===== src/rtl/tmds_encoder_dvi.sv =====
// Three-channel DVI TMDS 8b/10b encoder with DC balancing, two-stage pipeline in the vgaclk domain.
// Optional macro TMDS_OUT_REG_EN adds a third output register stage (latency 3 instead of 2).
module tmds_encoder_dvi #(
   parameter bit          SYNC_INV  = 1'b0,
   parameter int unsigned CNT_WIDTH = 5
) (
   input  logic       vgaclk,
   input  logic       reset,
   input  logic [7:0] red,
   input  logic [7:0] green,
   input  logic [7:0] blue,
   input  logic       blank,
   input  logic       hsync,
   input  logic       vsync,
   output logic [9:0] tmds_r,
   output logic [9:0] tmds_g,
   output logic [9:0] tmds_b
);

   localparam int unsigned NUM_CH = 3;
   localparam logic [9:0]  CTL_00 = 10'b1101010100;
   localparam logic [9:0]  CTL_01 = 10'b0010101011;
   localparam logic [9:0]  CTL_10 = 10'b0101010100;
   localparam logic [9:0]  CTL_11 = 10'b1010101011;

   typedef logic signed [CNT_WIDTH-1:0] cnt_t;

   // Transition-minimising stage: XOR or XNOR chain, q_m[8] records which was used.
   function automatic logic [8:0] tmds_qm(input logic [7:0] d);
      logic [3:0] n1;
      logic       use_xnor;
      logic [8:0] q;
      n1       = 4'($countones(d));
      use_xnor = (n1 > 4'd4) || ((n1 == 4'd4) && !d[0]);
      q        = '0;
      q[0]     = d[0];
      for (int i = 1; i < 8; i++) begin
         q[i] = use_xnor ? ~(q[i-1] ^ d[i]) : (q[i-1] ^ d[i]);
      end
      q[8] = ~use_xnor;
      return q;
   endfunction

   function automatic logic [9:0] ctl_code(input logic [1:0] c);
      logic [9:0] w;
      case (c)
         2'b01:   w = CTL_01;
         2'b10:   w = CTL_10;
         2'b11:   w = CTL_11;
         default: w = CTL_00;
      endcase
      return w;
   endfunction

   logic [NUM_CH-1:0][7:0] d_in;
   logic [NUM_CH-1:0][9:0] word_s2;
   logic                   blank_s1;
   logic                   c0_s1;
   logic                   c1_s1;

   // Channel order: 0 = blue (carries syncs), 1 = green, 2 = red.
   assign d_in = {red, green, blue};

   // Shared control path; reset flushes it to a blank word with both syncs low.
   always_ff @(posedge vgaclk) begin
      if (reset) begin
         blank_s1 <= 1'b1;
         c0_s1    <= 1'b0;
         c1_s1    <= 1'b0;
      end else begin
         blank_s1 <= blank;
         c0_s1    <= hsync ^ SYNC_INV;
         c1_s1    <= vsync ^ SYNC_INV;
      end
   end

   for (genvar ch = 0; ch < NUM_CH; ch++) begin : g_ch
      logic [8:0] qm_s1;
      logic [3:0] n1_s1;
      logic [1:0] ctl;
      logic [9:0] word_c;
      logic [9:0] word_q;
      cnt_t       cnt_q;
      cnt_t       cnt_nxt;
      cnt_t       n1s;
      cnt_t       n0s;
      cnt_t       two_q8;
      cnt_t       two_nq8;

      assign ctl = (ch == 0) ? {c1_s1, c0_s1} : 2'b00;

      // Stage 1: register q_m and its ones count.
      always_ff @(posedge vgaclk) begin
         if (reset) begin
            qm_s1 <= '0;
            n1_s1 <= '0;
         end else begin
            qm_s1 <= tmds_qm(d_in[ch]);
            n1_s1 <= 4'($countones(tmds_qm(d_in[ch]) & 9'h0FF));
         end
      end

      // Stage 2: DC balance against the running disparity.
      always_comb begin
         n1s     = cnt_t'(n1_s1);
         n0s     = cnt_t'(4'd8 - n1_s1);
         two_q8  = qm_s1[8] ? cnt_t'(2) : cnt_t'(0);
         two_nq8 = qm_s1[8] ? cnt_t'(0) : cnt_t'(2);
         word_c  = CTL_00;
         cnt_nxt = cnt_q;
         if (blank_s1) begin
            word_c  = ctl_code(ctl);
            cnt_nxt = cnt_t'(0);
         end else if ((cnt_q == cnt_t'(0)) || (n1_s1 == 4'd4)) begin
            word_c  = {~qm_s1[8], qm_s1[8], qm_s1[8] ? qm_s1[7:0] : ~qm_s1[7:0]};
            cnt_nxt = qm_s1[8] ? (cnt_q + n1s - n0s) : (cnt_q + n0s - n1s);
         end else if (((cnt_q > cnt_t'(0)) && (n1s > n0s)) ||
                      ((cnt_q < cnt_t'(0)) && (n0s > n1s))) begin
            word_c  = {1'b1, qm_s1[8], ~qm_s1[7:0]};
            cnt_nxt = cnt_q + two_q8 + n0s - n1s;
         end else begin
            word_c  = {1'b0, qm_s1[8], qm_s1[7:0]};
            cnt_nxt = cnt_q + n1s - n0s - two_nq8;
         end
      end

      always_ff @(posedge vgaclk) begin
         if (reset) begin
            word_q <= CTL_00;
            cnt_q  <= cnt_t'(0);
         end else begin
            word_q <= word_c;
            cnt_q  <= cnt_nxt;
         end
      end

      assign word_s2[ch] = word_q;
   end

`ifdef TMDS_OUT_REG_EN
   logic [NUM_CH-1:0][9:0] word_s3;

   // Retiming stage in front of the serializer.
   always_ff @(posedge vgaclk) begin
      if (reset) begin
         word_s3 <= {NUM_CH{CTL_00}};
      end else begin
         word_s3 <= word_s2;
      end
   end

   assign tmds_b = word_s3[0];
   assign tmds_g = word_s3[1];
   assign tmds_r = word_s3[2];
`else
   assign tmds_b = word_s2[0];
   assign tmds_g = word_s2[1];
   assign tmds_r = word_s2[2];
`endif

endmodule


===== config.mk =====
export PLATFORM = sky130hd
export DESIGN_NAME = tmds_encoder_dvi
export DESIGN_NICKNAME = d
export VERILOG_FILES = /design/src/rtl/tmds_encoder_dvi.sv
export SDC_FILE = /design/constraint.sdc
export NUM_CORES = 1
export LEC_CHECK = 0
export CORE_ASPECT_RATIO = 1.1
export CORE_MARGIN = 5
export CORE_UTILIZATION = 40
export DETAILED_ROUTE_END_ITERATION = 10
export HOLD_SLACK_MARGIN = 0.15
export PLACE_DENSITY = 0.55
export SLEW_MARGIN = 20
export SYNTH_ARGS = -nofsm -noshare
export SYNTH_HDL_FRONTEND = slang
export SYNTH_SLANG_ARGS = --single-unit

===== constraint.sdc =====
create_clock -name vgaclk -period 23.5 [get_ports vgaclk]
set_clock_uncertainty 0.05 [all_clocks]
set_input_delay 7.05 -clock vgaclk [delete_from_list [all_inputs] [get_ports vgaclk]]
set_output_delay 7.05 -clock vgaclk [all_outputs]
set_load 0.02 [all_outputs]

==> results of run 1 <==
-- critical path: stages --
cell	delay, ns
clkdlybuf4s50_1	0.51
inv_1	0.12
fa_1	0.57
fa_1	0.44
fa_1	0.49
inv_1	0.04
ha_1	0.19
fa_1	0.43
nor3_1	0.24
o21ai_0	0.11
a21oi_1	0.44
xor2_1	0.28
fa_1	0.48
fa_1	0.52
inv_1	0.05
fa_1	0.48
ha_1	0.16
inv_1	0.06
fa_1	0.39
xor2_1	0.19
nor2_1	0.06
-- state kept, by name, indices dropped and copies added (netlist names) --
| register | cells |
|---|---|
| tmds_b | 10 |
| g_ch.n1_s1 | 12 |
| c1_s1 | 1 |
| blank_s1 | 1 |
| g_ch.cnt_q | 15 |
| tmds_r | 10 |
| c0_s1 | 1 |
| tmds_g | 10 |
| g_ch.qm_s1 | 27 |
-- kinds of logic (layout without fill, tap and decap cells) --
logic type               count (synthesis)  after routing  synth area share
adder cells (fa/ha/maj)                111            111             0.241
buffers and inverters                  130            178            0.0762
multiplexers                            16             16            0.0262
XOR/XNOR                               117            117             0.170
AND/OR/NAND/NOR                        165            165             0.118
flip-flops                              87             87             0.254
other                                    0              1                 0
AO/OA/AOI/OAI                          127            127             0.116
-- metal layers --
layer  track usage  vias to the layer above  wire (um)
li1              -                     2527          -
met1         0.190                     2305       6360
met2         0.261                       94       6870
met3        0.0351                       16        705
met4        0.0474                        0        245
met5             0                        -          0
-- final timing paths --
| path | startpoint | end | slack, ns | depth (start not counted) |
|---|---|---|---|---|
| setup reg to reg | g_ch[0].n1_s1[1] | g_ch[0].cnt_q[2] | 20.02 | 11 |
| setup / recovery | red[0] | g_ch[2].n1_s1[2] | 10.36 | 21 |
| hold reg to reg | g_ch[2].qm_s1[2] | tmds_r[2] | 0.42 | 2 |
| hold / removal | g_ch[2].qm_s1[2] | tmds_r[2] | 0.42 | 2 |
-- cell usage after synthesis, types with 2 or more instances --
cell,number
mux2_2,5
o21bai_1,2
nor4_1,2
xnor2_1,68
a31oi_1,4
inv_1,101
xor2_2,3
o211ai_1,5
nand3b_1,2
nand3_1,7
nor2_1,55
fa_1,35
clkbuf_1,14
and2_1,3
dfxtp_1,87
buf_2,7
o21a_1,2
buf_6,3
nor3_1,8
a21o_1,10
a21oi_1,39
a222oi_1,2
a211oi_1,2
mux2i_1,8
nand2b_1,7
xnor2_2,12
o21ai_0,28
or2_1,2
buf_1,3
xor2_1,32
o31ai_1,2
nand2_1,38
nor3b_1,14
a311oi_1,2
ha_1,76
mux2_4,2
nor2b_1,19
or2_2,2
o21ai_1,14
-- per-stage QoR --
step,cell area (um2),hold WS (ns)
detailed placement,7610,0.407
global placement,7610,0.412
global route,7930,0.448
floorplan,6860,0.394
CTS,7930,0.422
finish,7930,0.417
-- area by class of cell --
| class | count | area [um2] | share of cell area |
|---|---|---|---|
| sequential | 87 | 1740 | 0.220 |
| multi-input combinational | 536 | 4600 | 0.580 |
| clock buffer | 12 | 267 | 0.0336 |
| antenna | 1 | 2.50 | 0.000315 |
| tap | 234 | 293 | 0.0369 |
| clock inverter | 4 | 52.6 | 0.00662 |
| inverter | 102 | 383 | 0.0483 |
| timing repair buffer | 60 | 596 | 0.0751 |
==> flow_summary.json, run 1 <==
{
  "synth_top_area_frac": 0.254,
  "slew_headroom": 0.478,
  "postCtsSetupRepairBufs": 0,
  "synthesis.nets": 893,
  "finalHoldViolations": 0,
  "final_common_cell": "inv_1",
  "async_reset_ff_frac": 0,
  "die_h_um": 147,
  "clk_latency_ns": 0.34,
  "synth_flop_cell": "dfxtp_1",
  "cts_sinks": 87,
  "clockBufferDepth": 2,
  "vias_per_cell": 4.77,
  "final_layout_size_suffix_gt1_frac": 0.0637,
  "hp-class": "reg -> reg",
  "start_kind": "input pin",
  "fmax_mhz": 76.1,
  "core_mm2": 0.0170,
  "drt_drc_violations_left": 0,
  "tightest_slew_ns": 0.778,
  "worst-endpoint-required_ns": 23.66,
  "syn_area_per_cell_um2": 9.12,
  "final_antenna_net_count": 0,
  "ys_ff_latch": 87,
  "fillCellCount": 1637,
  "grt_pass1_wl_mm": 24.9,
  "stdcell_count": 1036,
  "detail_route.iter0.violations": 201,
  "setup_violations": 0,
  "synthToLayoutAreaGrowth_pct": 15.6,
  "nNetsFinal": 936,
  "dpl.hpwl_mm": 11.5,
  "place.gp.congestion": 0.838,
  "grt_max_degree": 48,
  "grt_pass1_vias": 5237,
  "path_class": "in -> reg",
  "ios": 59,
  "post_drt_wl_per_cell_um": 13.7,
  "place_inst": 1019,
  "start_util": 0.405,
  "cts-root-buf": "clkbuf_16",
  "clk_pin_slew_ns": 0.06,
  "fin_util": 0.468,
  "antenna_found_initial": 0,
  "dieArea_mm2": 0.0199,
  "grt_use_total": 0.152,
  "wl_mm": 14.2,
  "cts_resized": 0,
  "first_pass_iters": 5,
  "crit_path_end_kind": "flop",
  "period_share": 0.559,
  "synth_seq_area_share": 0.254,
  "post-route-min-period_ns": 13.14,
  "cts_hold_buf": 0,
  "cts_tree": "done",
  "setup-tns-final_ns": 0,
  "pre_cts_ws_ns": 9.98,
  "gr-total-overflow": 0,
  "portBuffers": 58,
  "yosys_warnings": 0,
  "yosysTopAreaCell": "dfxtp_1",
  "synth.distinct_cells": 65,
  "synth_cells": 753,
  "rsz0062_at_grt": "no",
  "rows": 50,
  "drv_slew": 0,
  "setup_slack_ns": 10.36,
  "status": "completed",
  "crit_fanout": 4,
  "die_width_um": 135,
  "numCtsBuffers": 9,
  "drv_cap": 0,
  "syn_area_mm2": 0.00686,
  "layout_common_cells": "inv_1 (101), dfxtp_1 (87), ha_1 (76)",
  "yosys-top-cells-area": "dfxtp_1 (25%), ha_1 (14%), fa_1 (10%), xnor2_1 (8.7%), inv_1 (5.5%)",
  "synth_edf_count": 0,
  "via_count": 4942,
  "cts_max_level": 3,
  "critPathArrivalTime_ns": 13.30
}
Power of run 1 is not shown: default switching activity piles up to over one toggle a cycle in this logic, so the estimate is an artifact.
==> inputs of run 2 (changes only) <==
==> constraint.sdc (replaced) <==
create_clock -name vgaclk -period 13.65 [get_ports vgaclk]
set_clock_uncertainty 0.05 [all_clocks]
set_input_delay 4.095 -clock vgaclk [delete_from_list [all_inputs] [get_ports vgaclk]]
set_output_delay 4.095 -clock vgaclk [all_outputs]
set_load 0.02 [all_outputs]
==> flow_summary.json, run 2 (synthesis gave the netlist of run 1 again) <==
{
  "stdcell_count": 1035,
  "drv_cap": 0,
  "final_layout_size_suffix_gt1_frac": 0.0624,
  "cts-root-buf": "clkbuf_16",
  "post-route-min-period_ns": 10.19,
  "final_antenna_net_count": 0,
  "start_util": 0.405,
  "core_mm2": 0.0170,
  "die_h_um": 147,
  "crit_path_end_kind": "flop",
  "gr-total-overflow": 0,
  "dpl.hpwl_mm": 11.5,
  "worstReg2RegStart": "g_ch[0].n1_s1[1]",
  "holdPathEnd": "tmds_r[2]",
  "critPathArrivalTime_ns": 10.36,
  "fmax_mhz": 98.1,
  "slew_headroom": 0.491,
  "rr_worst_depth": 11,
  "first_pass_iters": 5,
  "grt_max_degree": 48,
  "cts_tree": "done",
  "rrSetupSlack_ns": 10.20,
  "portBuffers": 58,
  "drv_slew": 0,
  "antenna_cells": 0,
  "clk_pin_slew_ns": 0.06,
  "place_inst": 1019,
  "hold_slack_ns": 0.420,
  "grt_pass1_wl_mm": 24.6,
  "crit_fanout": 4,
  "post_drt_wl_per_cell_um": 13.7,
  "clk_latency_ns": 0.34,
  "start_kind": "input pin",
  "wl_mm": 14.2,
  "period_share": 0.747,
  "place.gp.congestion": 0.838,
  "nNetsFinal": 936,
  "die_width_um": 135,
  "path_class": "in -> reg",
  "tightest_slew_ns": 0.758,
  "grt_use_total": 0.151,
  "hp-class": "reg -> reg",
  "numCtsBuffers": 9,
  "finalHoldViolations": 0,
  "cts_sinks": 87,
  "top_regs": "g_ch.qm_s1 (27), g_ch.cnt_q (15), g_ch.n1_s1 (12)",
  "grt_pass1_vias": 5166,
  "synthToLayoutAreaGrowth_pct": 15.0,
  "layout_common_cells": "inv_1 (101), dfxtp_1 (87), ha_1 (76)",
  "antenna_found_initial": 0,
  "clockBufferDepth": 2,
  "top_register": "g_ch.qm_s1",
  "hold_depth": 2,
  "rsz0062_at_grt": "no",
  "rows": 50,
  "cts_resized": 0,
  "ios": 59,
  "setup_violations": 0,
  "postCtsSetupRepairBufs": 0,
  "vias_per_cell": 4.78,
  "cts_max_level": 3,
  "dieArea_mm2": 0.0199,
  "min_from": "g_ch[2].qm_s1[2]",
  "detail_route.iter0.violations": 220,
  "reg2reg_to": "g_ch[0].cnt_q[2]",
  "final_common_cell": "inv_1",
  "status": "completed",
  "largest_reg_flops": 27,
  "via_count": 4947,
  "worst-endpoint-required_ns": 13.82,
  "setup-tns-final_ns": 0,
  "cts_hold_buf": 0,
  "drt_drc_violations_left": 0
}
run 2: cell count changes in the layout (fill, tap and decap cells not counted), sizes merged:
cell      delta
bufinv       -1
clkinvlp     +3
diode        -1
clkinv       -3
inv          +2
clkbuf       -1
run 2: cell type report:
type	instances	area, um2
inverters	102	383
clock buffers	11	243
flip-flops and latches	87	1740
well taps	234	293
clock inverters	5	40.0
fillers	1647	9060
multi-input cells	536	4600
repair buffers	60	596
run 2: how the worst max path moves through the flow:
stage	startpoint	end	slack, ns	cells past startpoint
floorplan	blue[0]	g_ch[0].n1_s1[2]	4.01	20
global placement	red[0]	g_ch[2].n1_s1[2]	3.31	21
detailed placement	red[0]	g_ch[2].n1_s1[2]	3.10	21
CTS	red[0]	g_ch[2].n1_s1[2]	3.43	21
global route	red[0]	g_ch[2].n1_s1[2]	3.06	21
finish	red[0]	g_ch[2].n1_s1[2]	3.46	21
run 2: worst max-delay path, stage by stage:
cell             delay, ns
clkdlybuf4s50_1       0.51
inv_1                 0.12
fa_1                  0.57
fa_1                  0.45
fa_1                  0.49
inv_1                 0.04
ha_1                  0.20
fa_1                  0.43
nor3_1                0.26
o21ai_0               0.12
a21oi_1               0.42
xor2_1                0.28
fa_1                  0.48
fa_1                  0.51
inv_1                 0.05
fa_1                  0.48
ha_1                  0.16
inv_1                 0.06
fa_1                  0.39
xor2_1                0.19
nor2_1                0.06
run 2: routing by layer:
layer | global-route usage | vias to the layer above | part of all wire
li1 | - | 2526 | -
met1 | 0.188 | 2327 | 0.45
met2 | 0.262 | 79 | 0.49
met3 | 0.0405 | 15 | 0.048
met4 | 0.0316 | 0 | 0.011
met5 | 0 | - | 0
run 2: metrics by stage:
step	util	worst slack, ns	area (um2)
floorplan	-	4.01	6860
global placement	0.449	3.31	7610
detailed placement	0.449	3.10	7610
CTS	0.466	3.43	7900
global route	0.466	3.06	7900
finish	0.466	3.46	7900
Power of run 2 is left out for the same reason.
==> inputs of run 3 (changes only) <==
--- a/config.mk
+++ b/config.mk
@@ -10,7 +10,7 @@
 export CORE_UTILIZATION = 40
 export DETAILED_ROUTE_END_ITERATION = 10
 export HOLD_SLACK_MARGIN = 0.15
-export PLACE_DENSITY = 0.55
+export PLACE_DENSITY = 0.57
 export SLEW_MARGIN = 20
 export SYNTH_ARGS = -nofsm -noshare
 export SYNTH_HDL_FRONTEND = slang
==> constraint.sdc (replaced) <==
create_clock -name vgaclk -period 9.32 [get_ports vgaclk]
set_clock_uncertainty 0.05 [all_clocks]
set_input_delay 2.796 -clock vgaclk [delete_from_list [all_inputs] [get_ports vgaclk]]
set_output_delay 2.796 -clock vgaclk [all_outputs]
set_load 0.02 [all_outputs]
==> flow_summary.json, run 3 (synthesis gave the netlist of run 1 again) <==
{
  "wl_met2_mm": 6.80,
  "dr.max_layer_used": "met4",
  "worst-endpoint-required_ns": 9.48,
  "slowest_stage": "fa_1",
  "slew_headroom": 0.450,
  "post_drt_wl_per_cell_um": 13.4,
  "setup_violations": 0,
  "hp-class": "reg -> reg",
  "drv_cap": 0,
  "cts_hold_buf": 0,
  "nNetsFinal": 939,
  "portBuffers": 58,
  "postCtsSetupRepairBufs": 0,
  "vias_per_cell": 4.79,
  "cp_top_family": "adder cells",
  "grt_pass1_wl_mm": 24.4,
  "ios": 59,
  "clk_latency_ns": 0.34,
  "met1Wirelength_mm": 6.43,
  "top_regs": "g_ch.qm_s1 (27), g_ch.cnt_q (15), g_ch.n1_s1 (12)",
  "final-seq-area_mm2": 0.00174,
  "grt_use_total": 0.149,
  "cp_cell_sequence": "clkdlybuf4s50_1, inv_1, fa_1, fa_1, fa_1, inv_1, ha_1, fa_1, nor3_1, o21ai_0, a21oi_1, buf_4, xnor2_1, fa_1, fa_1, inv_1, fa_1, ha_1, inv_1, fa_1, xor2_1, nor2_1",
  "clockBufferDepth": 2,
  "largest_reg_flops": 27,
  "start_kind": "input pin",
  "worstReg2RegStart": "g_ch[0].n1_s1[1]",
  "fin_util": 0.468,
  "path_class": "in -> reg",
  "critPathArrivalTime_ns": 8.88,
  "crit_path_end_kind": "flop",
  "fillCellCount": 1593,
  "first_pass_iters": 5,
  "numCtsBuffers": 9,
  "cts_resized": 0,
  "rsz0062_at_grt": "no",
  "wl_met3_um": 423,
  "multi_input_area_mm2": 0.00460,
  "final_antenna_net_count": 0,
  "finalHoldViolations": 0,
  "via_count": 4968,
  "cts_max_level": 3,
  "tightest_slew_ns": 0.820,
  "critPathMaxStageDelay_ns": 0.60,
  "drt_drc_violations_left": 0,
  "dpl.hpwl_mm": 11.2,
  "hold_slack_ns": 0.427,
  "worstSetupStartpoint": "blue[0]",
  "final_layout_size_suffix_gt1_frac": 0.0659,
  "gr-total-overflow": 0,
  "antenna_cells": 0,
  "synthToLayoutAreaGrowth_pct": 15.7,
  "path_buf_inv": 6,
  "antenna_found_initial": 0,
  "core_mm2": 0.0170,
  "fmax_mhz": 115,
  "grt_max_degree": 48,
  "final_common_cell": "inv_1",
  "cts_sinks": 87,
  "place.gp.congestion": 0.810,
  "period_share": 0.936,
  "min_from": "g_ch[1].qm_s1[6]",
  "cts_tree": "done",
  "setup-tns-final_ns": 0,
  "clk_pin_slew_ns": 0.06,
  "post-route-min-period_ns": 8.72,
  "detail_route.iter0.violations": 230,
  "cts-root-buf": "clkbuf_16",
  "top_register": "g_ch.qm_s1",
  "die_h_um": 147,
  "dieArea_mm2": 0.0199,
  "rows": 50,
  "path_common_cell": "fa_1",
  "drv_slew": 0,
  "die_width_um": 135,
  "start_util": 0.405,
  "status": "completed",
  "crit_fanout": 4,
  "wl_mm": 13.9,
  "grt_pass1_vias": 5134,
  "layout_common_cells": "inv_1 (101), dfxtp_1 (87), ha_1 (76)"
}
[run 3: path summary, 6_finish.rpt]
path,slack [ns],cells after the start,to
setup / recovery,0.60,22,g_ch[0].n1_s1[2]
hold / removal,0.43,2,tmds_g[6]
hold reg to reg,0.43,2,tmds_g[6]
setup reg to reg,5.81,11,g_ch[0].cnt_q[2]
[run 3: worst register-to-register path: cells and delay by family (launching register included)]
family                     cells  cell delay [ns]
xor gates and xnor gates       2             0.57
DFF                            1             0.50
adders and majority gates      5             1.53
AOI/OAI and AO/OA              1             0.28
buffers and inverters          2             0.24
muxes                          1             0.27
[run 3: layer usage]
layer | up-vias | track usage
li1 | 2537 | -
met1 | 2329 | 0.196
met2 | 90 | 0.252
met3 | 12 | 0.0201
met4 | 0 | 0.0458
met5 | - | 0
[run 3: cell type report]
class / count / share of cell area
Clock buffer: 10 / 0.0288
Clock inverter: 6 / 0.00992
Inverter: 102 / 0.0482
Multi-Input combinational cell: 536 / 0.579
Sequential cell: 87 / 0.219
Tap cell: 234 / 0.0369
Timing Repair Buffer: 63 / 0.0778
[run 3: per-stage QoR]
stage | worst slack, ns | cells | area [um2]
after floorplan | 0.982 | 753 | 6860
after global placement | 0.501 | 1022 | 7630
after detailed placement | 0.250 | 1022 | 7630
after CTS | 0.620 | 1038 | 7940
after global routing | 0.311 | 1038 | 7940
final | 0.599 | 1038 | 7940
Power of run 3 is left out for the same reason.
